--- src/rtl/soc_bram_pkg.sv ---
// Shared encodings for the BRAM arbiter slice: FSM states and requester indices.
package soc_bram_pkg;

    localparam logic [1:0] ST_IDLE = 2'd0;
    localparam logic [1:0] ST_BUSY = 2'd1;
    localparam logic [1:0] ST_DONE = 2'd2;

    localparam logic REQ_A = 1'b0;
    localparam logic REQ_B = 1'b1;

    // The round-robin pointer always moves to the requester that just lost.
    function automatic logic other_req(input logic req);
        return ~req;
    endfunction

endpackage

--- src/rtl/soc_rr_arb2.sv ---
// Combinational 2-way round-robin grant picker; ptr breaks ties when both request.
// Latency: zero (pure combinational). Backpressure: none, caller decides when to sample.
// Bit 0 of valid is requester A, bit 1 is requester B; grant uses the same index.
module soc_rr_arb2 (
    input  logic [1:0] valid,
    input  logic       ptr,
    output logic       grant,
    output logic       any
);

    always_comb begin
        any   = |valid;
        grant = (valid == 2'b11) ? ptr : valid[1];
    end

endmodule

--- src/rtl/soc_bram_arb.sv ---
// Round-robin arbiter sharing one soc_bram_ctl between fetch (A) and load/store (B).
// Latency: grant on the sampling edge, done pulse one edge after m_done, then one idle cycle.
// Backpressure: requesters hold valid until their done; one transaction in flight at a time.
module soc_bram_arb #(
    parameter int addr_width = 8,
    parameter int data_width = 32
) (
    input  logic                  clk,
    input  logic                  rstn,
    input  logic                  a_valid,
    input  logic                  a_rw,
    input  logic [addr_width-1:0] a_addr,
    input  logic [data_width-1:0] a_dwrite,
    output logic [data_width-1:0] a_dread,
    output logic                  a_done,
    input  logic                  b_valid,
    input  logic                  b_rw,
    input  logic [addr_width-1:0] b_addr,
    input  logic [data_width-1:0] b_dwrite,
    output logic [data_width-1:0] b_dread,
    output logic                  b_done,
    output logic                  m_valid,
    output logic                  m_rw,
    output logic [addr_width-1:0] m_addr,
    output logic [data_width-1:0] m_dwrite,
    input  logic [data_width-1:0] m_dread,
    input  logic                  m_done
);
    import soc_bram_pkg::*;

    logic [1:0] state;
    logic       ptr;
    logic       gnt_q;
    logic       pick;
    logic       pick_any;

    soc_rr_arb2 u_pick (
        .valid ({b_valid, a_valid}),
        .ptr   (ptr),
        .grant (pick),
        .any   (pick_any)
    );

    always_ff @(posedge clk or negedge rstn) begin
        if (!rstn) begin
            state    <= ST_IDLE;
            ptr      <= REQ_A;
            gnt_q    <= REQ_A;
            m_valid  <= 1'b0;
            m_rw     <= 1'b0;
            m_addr   <= '0;
            m_dwrite <= '0;
            a_dread  <= '0;
            b_dread  <= '0;
            a_done   <= 1'b0;
            b_done   <= 1'b0;
        end else begin
            case (state)
                ST_IDLE: begin
                    if (pick_any) begin
                        state   <= ST_BUSY;
                        m_valid <= 1'b1;
                        gnt_q   <= pick;
                        ptr     <= other_req(pick);
                        if (pick == REQ_B) begin
                            m_rw     <= b_rw;
                            m_addr   <= b_addr;
                            m_dwrite <= b_dwrite;
                        end else begin
                            m_rw     <= a_rw;
                            m_addr   <= a_addr;
                            m_dwrite <= a_dwrite;
                        end
                    end
                end
                ST_BUSY: begin
                    // m_done cannot be seen on the grant edge: we were still in IDLE then.
                    if (m_done) begin
                        state   <= ST_DONE;
                        m_valid <= 1'b0;
                        if (gnt_q == REQ_B) begin
                            b_done <= 1'b1;
                            if (!m_rw) b_dread <= m_dread;
                        end else begin
                            a_done <= 1'b1;
                            if (!m_rw) a_dread <= m_dread;
                        end
                    end
                end
                ST_DONE: begin
                    a_done <= 1'b0;
                    b_done <= 1'b0;
                    state  <= ST_IDLE;
                end
                default: state <= ST_IDLE;
            endcase
        end
    end

endmodule

--- config.mk ---
export PLATFORM = sky130hd
export DESIGN_NAME = soc_bram_arb
export DESIGN_NICKNAME = d
export VERILOG_FILES = /design/src/rtl/soc_bram_pkg.sv /design/src/rtl/soc_rr_arb2.sv /design/src/rtl/soc_bram_arb.sv
export SDC_FILE = /design/constraint.sdc
export NUM_CORES = 1
export LEC_CHECK = 0
export CAP_MARGIN = 20
export CORE_ASPECT_RATIO = 0.7
export CORE_MARGIN = 10
export CORE_UTILIZATION = 41
export CTS_CLUSTER_SIZE = 16
export DETAILED_ROUTE_END_ITERATION = 10
export PLACE_DENSITY = 0.91
export REMOVE_ABC_BUFFERS = 1
export SYNTH_ARGS = -nofsm -noshare
export SYNTH_HDL_FRONTEND = slang
export SYNTH_SLANG_ARGS = --single-unit
--- constraint.sdc ---
create_clock -name clk -period 2 [get_ports clk]
set_input_delay 0.4 -clock clk [delete_from_list [all_inputs] [get_ports clk]]
set_output_delay 0.4 -clock clk [all_outputs]
set_load 0.02 [all_outputs]
==> impl_metrics.json, run 1 <==
{
  "outcome": "finished clean",
  "via_per_inst": 5.39,
  "crit_chain": "clkdlybuf4s50_1",
  "place_ws_ps": -157,
  "startpoint": "m_rw$_DFFE_PN0P_",
  "worst_ep_required_time_ps": 1600,
  "yosysWarnings": 0,
  "antenna_found_initial": 0,
  "synth_xor_area_frac": 0,
  "finalMaxSlewViolations": 0,
  "ys_async_sr_fraction": 1.00,
  "ys_types": 25,
  "synth_edf_count": 0,
  "area_growth_pct": 57.5,
  "grt_max_degree": 113,
  "postCtsSetupBuffers": 0,
  "routedWlPerCell_um": 20.2,
  "dr.pass1.iters": 5,
  "r2r_cells": 4,
  "row_count": 33,
  "crit_path_start_kind": "register",
  "rsz0062_at_grt": "no",
  "synth.area.mux_share": 0.172,
  "cts_sinks": 112,
  "clk_pin_slew_worst_paths_ps": 80,
  "n_antenna_cell": 0,
  "synth_compound_area_frac": 0.147,
  "fin_crit_ps": 1830,
  "port_buffers": 226,
  "holdBufCountCts": 0,
  "drc_errors": 0,
  "max-cap-violations": 0,
  "synth_seq_cells": 112,
  "power_mw": 12.2,
  "cts_tree": "built",
  "setup_violations": 0,
  "postSynthAreaPerCell_um2": 12.0,
  "start_util": 0.416,
  "critPathSlowestCell": "clkdlybuf4s50_1",
  "drt_wl_total_um": 15800,
  "critical-path-top-delay-family": "buffers and inverters",
  "die_area_um2": 16600,
  "dp_hpwl_um": 11900,
  "cts_buffer_depth": 2,
  "dieHeight_um": 111,
  "rrSetupSlack_ps": 270,
  "die_w_um": 150,
  "drt_iter0_markers": 315,
  "ctsResizeCount": 0,
  "finClkSkew_ps": 6.46,
  "netlist_instances": 405,
  "end_kind": "primary output",
  "grt_pass1_wl_um": 25200,
  "hold_violations": 0,
  "critPathMaxFanout": 4,
  "critPathKind": "reg2out",
  "tightest_slew_ps": 621,
  "slew_headroom": 0.586,
  "fin_ws_ps": 171,
  "synthAdderAreaFrac": 0,
  "synth_area_um2": 4840,
  "reg2reg_to": "b_dread[17]$_DFFE_PN0P_",
  "peakVddDrop_uv": 793,
  "r2r_start": "state[1]$_DFFE_PN0P_",
  "powerDensity_nw_per_um2": 1600,
  "synth_top_family_by_area": "multiplexers",
  "synth_flop_cell": "dfrtp_1",
  "postLayoutCoreUtil": 0.655,
  "cp-endpoint": "m_rw",
  "ys_seq_area_frac": 0.579,
  "fin_nets": 737,
  "clk_latency_ps": 340,
  "min_period_over_period": 0.914,
  "io_pins": 227,
  "htreeDepth": 3,
  "crit_cells": 1,
  "layout_common_cells": "225 x clkdlybuf4s50_1, 112 x dfrtp_1, 45 x o21ai_0, 42 x nand3_1",
  "overflow": 0,
  "leakagePower_nw": 3.19,
  "hp-class": "in2async",
  "max_stage_delay_ps": 660,
  "layout-drive-gt1-share": 0.161,
  "cts_root_buf": "clkbuf_16",
  "numCtsBuffers": 9,
  "gp_congestion": 0.844,
  "mostFrequentLayoutCell": "clkdlybuf4s50_1",
  "grt_usage": 0.186,
  "cp_num_buf_inv": 1,
  "core_area_um2": 11600,
  "dr_total_vias": 4208,
  "ant_nets": 0,
  "synth-simple-area-share": 0.0615,
  "worstPathArrival_ps": 1430,
  "grt_pass1_vias": 4364,
  "max_freq_mhz": 547
}
[report_power, final]
part	internal (mW)	switching [mW]	total (mW)
Combinational	3.23	3.08	6.31
Clock	0.886	0.882	1.77
Sequential	3.39	0.707	4.10
[cell type report]
type,instances,area (um^2)
inverters,5,18.8
flip-flops and latches,112,2800
multi-input cells,249,1860
clock inverters,7,72.6
repair buffers,241,2460
fillers,901,4010
well taps,157,196
clock buffers,9,225
[stage by stage]
stage               instances  cell area, um^2  setup TNS [ps]  hold WS [ps]
global placement          764             7330           -4340           477
detailed placement        764             7330           -6190           468
floorplan                 366             4660          -59700           104
global route              780             7630               0           168
finish                    780             7630               0           103
CTS                       780             7630               0           154
[flip-flops by register name, summed over array words and instances (netlist names)]
signal	flops
b_done	1
m_addr	8
ptr	1
a_dread	32
state	2
gnt_q	1
b_dread	32
m_valid	1
a_done	1
m_rw	1
m_dwrite	32
[synth_stat cells (2+ instances only)]
master      n  area (um^2)
a21oi_1    41          205
mux2_4     30          450
buf_6       3         33.8
mux2_2     32          360
clkbuf_1   27          101
nand3_1    42          210
nand2_1     4         15.0
dfrtp_1   112         2800
o21ai_0    45          225
inv_1       5         18.8
mux2_1      2         22.5
a31oi_1    41          257
buf_2       9         45.0
[how the worst min path moves through the flow]
stage,start,cells after the start,end
final,rstn,2,m_dwrite[25]$_DFFE_PN0P_
after global routing,rstn,2,m_addr[2]$_DFFE_PN0P_
after CTS,rstn,2,m_dwrite[25]$_DFFE_PN0P_
after floorplan,rstn,0,a_done$_DFFE_PN0P_
after global placement,a_dread[23]$_DFFE_PN0P_,1,a_dread[23]$_DFFE_PN0P_
after detailed placement,m_valid$_DFFE_PN0P_,2,m_valid$_DFFE_PN0P_
[per-layer routing]
layer | vias up | wire length, um | GRT usage
met1 | 2065 | 6210 | 0.226
li1 | 1915 | - | -
met5 | - | 0 | 0
met3 | 34 | 1200 | 0.0489
met4 | 0 | 459 | 0.0659
met2 | 194 | 7890 | 0.311
[cell families (layout without fill, tap and decap cells)]
| kind of cell | count (synthesis) | count (layout) |
|---|---|---|
| compound gates | 130 | 130 |
| buf+inv | 44 | 262 |
| mux | 64 | 64 |
| flops | 112 | 112 |
| simple gates | 55 | 55 |
Note: power is estimated with default switching activity, not from simulation.
==> run 2, diff against run 1 <==
HOLD_SLACK_MARGIN = 0.1   (was unset)
==> results of run 2 <==
Same layout as run 1: the final DEF is identical, and so are final timing and power.
